<file path="config.mk">
export PLATFORM = sky130hd
export DESIGN_NAME = bundler_bits_stream
export DESIGN_NICKNAME = d
export VERILOG_FILES = /design/src/rtl/bundler_bits_stream.sv
export SDC_FILE = /design/constraint.sdc
export NUM_CORES = 1
export LEC_CHECK = 0
export ABC_AREA = 1
export CAP_MARGIN = 10
export CORE_MARGIN = 2
export CORE_UTILIZATION = 48
export DETAILED_ROUTE_END_ITERATION = 7
export PLACE_DENSITY = 0.75
export SLEW_MARGIN = 15
export SYNTH_ARGS = -nofsm -noshare
export SYNTH_HDL_FRONTEND = slang
export SYNTH_SLANG_ARGS = --single-unit
export TNS_END_PERCENT = 5
</file>
<file path="constraint.sdc">
create_clock -name clk -period 1.6 [get_ports clk]
set_input_delay 0.16 -clock clk [delete_from_list [all_inputs] [get_ports clk]]
set_output_delay 0.16 -clock clk [all_outputs]
set_load 0.1 [all_outputs]
</file>
<file path="src/rtl/bundler_bits_stream.sv">
// Streaming majority bundler: accumulates a run-time number of PAR_BITS-wide
// chunks into per-bit ones counters, resolves each bit by majority with a
// selectable tie-break, and presents the bundled chunk on a valid/ready port.
//
// Handshake semantics (both ports): a transfer happens on a rising clock edge
// where valid and ready are both high. in_ready is a pure function of state
// (high only while accumulating) and never depends on in_valid. out_valid is
// likewise a pure function of state and, once high, stays high with out_bits
// stable until out_ready is seen high on a clock edge.
module bundler_bits_stream #(
    parameter int MAX_HVS  = 8,
    parameter int PAR_BITS = 2,
    parameter int TIE_MODE = 0,
    localparam int CW      = $clog2(MAX_HVS + 1)
) (
    input  logic                clk,
    input  logic                nrst,
    input  logic                start,
    input  logic [CW-1:0]       num_hvs,
    input  logic [PAR_BITS-1:0] tie_bits,
    input  logic                in_valid,
    input  logic [PAR_BITS-1:0] in_bits,
    output logic                in_ready,
    output logic                out_valid,
    input  logic                out_ready,
    output logic [PAR_BITS-1:0] out_bits,
    output logic                busy,
    output logic [1:0]          dbg_state
);

    typedef enum logic [1:0] {
        S_IDLE    = 2'd0,
        S_ACCUM   = 2'd1,
        S_RESOLVE = 2'd2,
        S_OUT     = 2'd3
    } state_e;

    localparam logic [CW-1:0] MAX_C = CW'(MAX_HVS);

    state_e state_q, state_d;

    // Bundle length, beats taken so far, per-bit ones counts, tie values.
    logic [CW-1:0]                n_q, n_d;
    logic [CW-1:0]                beat_q, beat_d;
    logic [PAR_BITS-1:0][CW-1:0]  cnt_q, cnt_d;
    logic [PAR_BITS-1:0]          tie_q, tie_d;
    logic [PAR_BITS-1:0]          out_bits_q, out_bits_d;

    logic [CW-1:0]       n_clamp;
    logic                beat_fire;
    logic                last_beat;
    logic [PAR_BITS-1:0] resolved;

    // Requested counts above the counter range are clamped to MAX_HVS.
    assign n_clamp   = (num_hvs > MAX_C) ? MAX_C : num_hvs;
    assign beat_fire = (state_q == S_ACCUM) && in_valid;
    // beat_q < n_q <= MAX_HVS < 2^CW, so beat_q + 1 never wraps.
    assign last_beat = beat_fire && ((beat_q + CW'(1)) == n_q);

    // State register.
    always_ff @(posedge clk or negedge nrst) begin
        if (!nrst) begin
            state_q <= S_IDLE;
        end else begin
            state_q <= state_d;
        end
    end

    // Next-state logic.
    always_comb begin
        state_d = state_q;
        case (state_q)
            S_IDLE: begin
                if (start) begin
                    state_d = (n_clamp == '0) ? S_RESOLVE : S_ACCUM;
                end
            end
            S_ACCUM: begin
                if (last_beat) begin
                    state_d = S_RESOLVE;
                end
            end
            S_RESOLVE: begin
                state_d = S_OUT;
            end
            S_OUT: begin
                if (out_ready) begin
                    state_d = S_IDLE;
                end
            end
            default: state_d = S_IDLE;
        endcase
    end

    // State-decoded outputs.
    always_comb begin
        in_ready  = (state_q == S_ACCUM);
        out_valid = (state_q == S_OUT);
        busy      = (state_q != S_IDLE);
        out_bits  = out_bits_q;
        dbg_state = state_q;
    end

    // Per-bit majority: compare 2*cnt against n in CW+1 bits so the doubled
    // count cannot overflow; an exact half takes the tie register bit.
    always_comb begin
        resolved = '0;
        for (int i = 0; i < PAR_BITS; i++) begin
            if ({cnt_q[i], 1'b0} > {1'b0, n_q}) begin
                resolved[i] = 1'b1;
            end else if ({cnt_q[i], 1'b0} < {1'b0, n_q}) begin
                resolved[i] = 1'b0;
            end else begin
                resolved[i] = tie_q[i];
            end
        end
    end

    // Datapath next-state: latch setup on start, count beats, capture result.
    always_comb begin
        n_d        = n_q;
        beat_d     = beat_q;
        cnt_d      = cnt_q;
        tie_d      = tie_q;
        out_bits_d = out_bits_q;
        case (state_q)
            S_IDLE: begin
                if (start) begin
                    n_d    = n_clamp;
                    beat_d = '0;
                    cnt_d  = '0;
                    // In first-beat mode the tie register starts at zero so a
                    // zero-length bundle resolves to all zeros.
                    tie_d  = (TIE_MODE == 0) ? tie_bits : '0;
                end
            end
            S_ACCUM: begin
                if (beat_fire) begin
                    for (int i = 0; i < PAR_BITS; i++) begin
                        cnt_d[i] = cnt_q[i] + CW'(in_bits[i]);
                    end
                    beat_d = beat_q + CW'(1);
                    if ((TIE_MODE == 1) && (beat_q == '0)) begin
                        tie_d = in_bits;
                    end
                end
            end
            S_RESOLVE: begin
                out_bits_d = resolved;
            end
            default: ;
        endcase
    end

    // Datapath registers; reset discards any partial bundle.
    always_ff @(posedge clk or negedge nrst) begin
        if (!nrst) begin
            n_q        <= '0;
            beat_q     <= '0;
            cnt_q      <= '0;
            tie_q      <= '0;
            out_bits_q <= '0;
        end else begin
            n_q        <= n_d;
            beat_q     <= beat_d;
            cnt_q      <= cnt_d;
            tie_q      <= tie_d;
            out_bits_q <= out_bits_d;
        end
    end

endmodule
</file>
==> results.toml <==
[timing]
slew_headroom_pct = 81.0
setup-tns-final_ns = 0
worstMarginPinSlew_ns = 0.282
timing.fmax_mhz = 627
finalCriticalPeriod_ns = 1.60
fin_crit_sh_pct = 99.7
finClkSkew_ns = 0.00528
hold_viol = 0
finalHoldWorstSlack_ns = 0.164
setup_viol = 0
rsz0062_at_grt = "true"
final_max_slew_viol_count = 0
fin_ws_ns = 0.00453

[yosys]
ys_ff_latch = 22
async_flop_share_pct = 100
yosysMostFrequentCell = "nand2_1"
synth_area_um2 = 1340
ys.flop_type = "dfrtp_1"
synth_warnings = 0
synth_nets = 193
syn_inst = 164
synth.area.top_cells = "dfrtp_1 41%, ha_1 15%, nand2_1 11%"
yosysTopAreaCell = "dfrtp_1"
synth_cell_types = 21
syn_area_per_cell_um2 = 8.15
synth_top_area_share_pct = 41.2
seq_area_frac_synth_pct = 41.2
synth_edf_count = 0
ys_top_cells_by_count = "39 x nand2_1, 27 x inv_1, 22 x dfrtp_1"

[routing]
wl_per_cell_um = 13.2
first_pass_iters = 4
drtAntennaViolNets = 0
drtIter0Drc = 32
drc = 0
vias_per_cell = 5.14
wirelength_um = 2990
vias = 1166

[finish]
n_antenna_cell = 0
utilization_pct = 67.2
synthToLayoutAreaGrowth_pct = 36.3
design_area_um2 = 1820
nets = 226
fin_cells = 227
drive_gt1_share_pct = 18.9

[global_routing]
grt_overflow = 0
grt_usage_pct = 20.1
grt_max_degree = 23
grt_pass1_wl_um = 5140
antenna_found_initial = 0
grt_pass1_vias = 1152

[clocking]
hold_buffers = 0
cts_root_buffer = "clkbuf_4"
clock-sinks = 22
h-tree-depth = 1
clkSlewWorstSetupHoldPaths_ns = 0.14
numCtsBuffers = 3
clockBufferDepth = 2
clock_latency_ns = 0.32
cts_tree = "built"

[setup_path]
startpoint_type = "flop"
rr_worst_depth = 11
crit_arrival_ns = 1.44
worstSetupPathType = "flop to output pin"
slowest_stage = "dfrtp_4"
crit_path_max_fanout = 5
worst_ep_required_time_ns = 1.44
endpoint_kind = "output pin"
crit_path_cell_trace = "inv_4 -> ha_4 -> clkinvlp_4 -> buf_12"
cp_slowest_stage_delay_ns = 0.56

[pwr]
p_sw_share_pct = 49.2
pwr-share-clk_pct = 11.8
total_power_mw = 3.73
seqPwrFrac_pct = 24.6
p_sw_mw = 1.84
peakVddDrop_mv = 1.72
internal_power_mw = 1.90
leakagePower_nw = 0.899
power_frac_comb_pct = 63.6
power_density_nw_per_um2 = 2050

[die]
die_h_um = 56.8
initial_core_util_pct = 49.3
io_pins = 20
dieArea_um2 = 3220
core_um2 = 2710
rows = 19
die_w_um = 56.8

[placement]
post_dp_cell_area_um2 = 1730
place.gp.congestion = 0.889
portBuffers = 19
dp_slack_ns = -0.0340
hpwlAfterDp_um = 2370
dp.cells = 221

[run]
cap_violations = 0

[worst_hold_path]
hold_class = "primary input to asynchronous set/reset pin"

[run_status]
outcome = "finished, final reports clean"
==> logic make-up (layout without fill, tap and decap cells) <==
kind of cell               count (synthesis)  after routing  synth area share, %
AOI/OAI and AO/OA                         29             29                 13.0
buffers and inverters                     28             60                 7.96
xor gates and xnor gates                   2              2                 1.31
DFF                                       22             22                 41.2
adders and majority gates                 16             16                 15.0
and+or+nand+nor                           67             67                 21.5
==> flip-flops by register name (all words and copies together) (netlist names) <==
signal     flops
tie_q          2
dbg_state      2
out_bits       2
beat_q         4
cnt_q          8
n_q            4
==> power groups by stage <==
stage	Clock [mW]	Combinational (mW)	Sequential [mW]
2_1_floorplan	0	1.18	1.26
3_3_place_gp	0	2.26	0.924
3_5_place_dp	0	2.29	0.931
4_1_cts	0.441	2.33	0.921
5_1_grt	0.472	2.57	0.942
6_report	0.442	2.37	0.918
==> routing by layer <==
metal / up-vias / routed length (um) / track usage, % / share of wire, %
met5: - / 0 / 0 / 0
met4: 0 / 19 / 3.65 / 0.63
met3: 2 / 69 / 3.23 / 2.3
met2: 15 / 1460 / 34.2 / 49
met1: 538 / 1440 / 27.2 / 48
li1: 611 / - / - / -
==> final timing paths <==
check                        startpoint      endpoint  slack [ns]
max                        dbg_state[0]          busy       0.005
min                                nrst     beat_q[0]        0.16
max reg2reg                dbg_state[1]  dbg_state[1]        0.03
min reg2reg                    tie_q[1]      tie_q[1]        0.49
max in group asynchronous          nrst  dbg_state[1]        1.18
min in group clk            tie_bits[1]      tie_q[1]        0.37
==> cells in the final DEF (no fill, tap or decap), types with 7 or more instances in the layout <==
master            n
nand2_1          36
inv_1            24
dfrtp_1          20
ha_1             13
clkdlybuf4s50_1  12
nor2_1           11
o21ai_0          11
nand3_1           9
buf_4             9
a21oi_1           7
buf_12            7
==> critical path: cells and delay by family (launching register included) <==
family                   cells  cell delay [ns]
flip-flops                   1             0.56
buffers and inverters        3             0.37
adder cells (fa/ha/maj)      1             0.17
==> layout make-up <==
cell class,instances,area [um2]
well taps,31,38.8
inverters,28,116
multi-input cells,114,728
repair buffers,28,328
clock inverters,1,30.0
fillers,229,888
flip-flops and latches,22,558
clock buffers,3,22.5
==> repair_timing <==
item,in CTS,in global routing
setup endpoints to repair,3,6
pin swaps,0,6
gates cloned,0,0
gates resized for setup,0,6
setup buffers,2,0
Power figures use the tool's default switching activity.
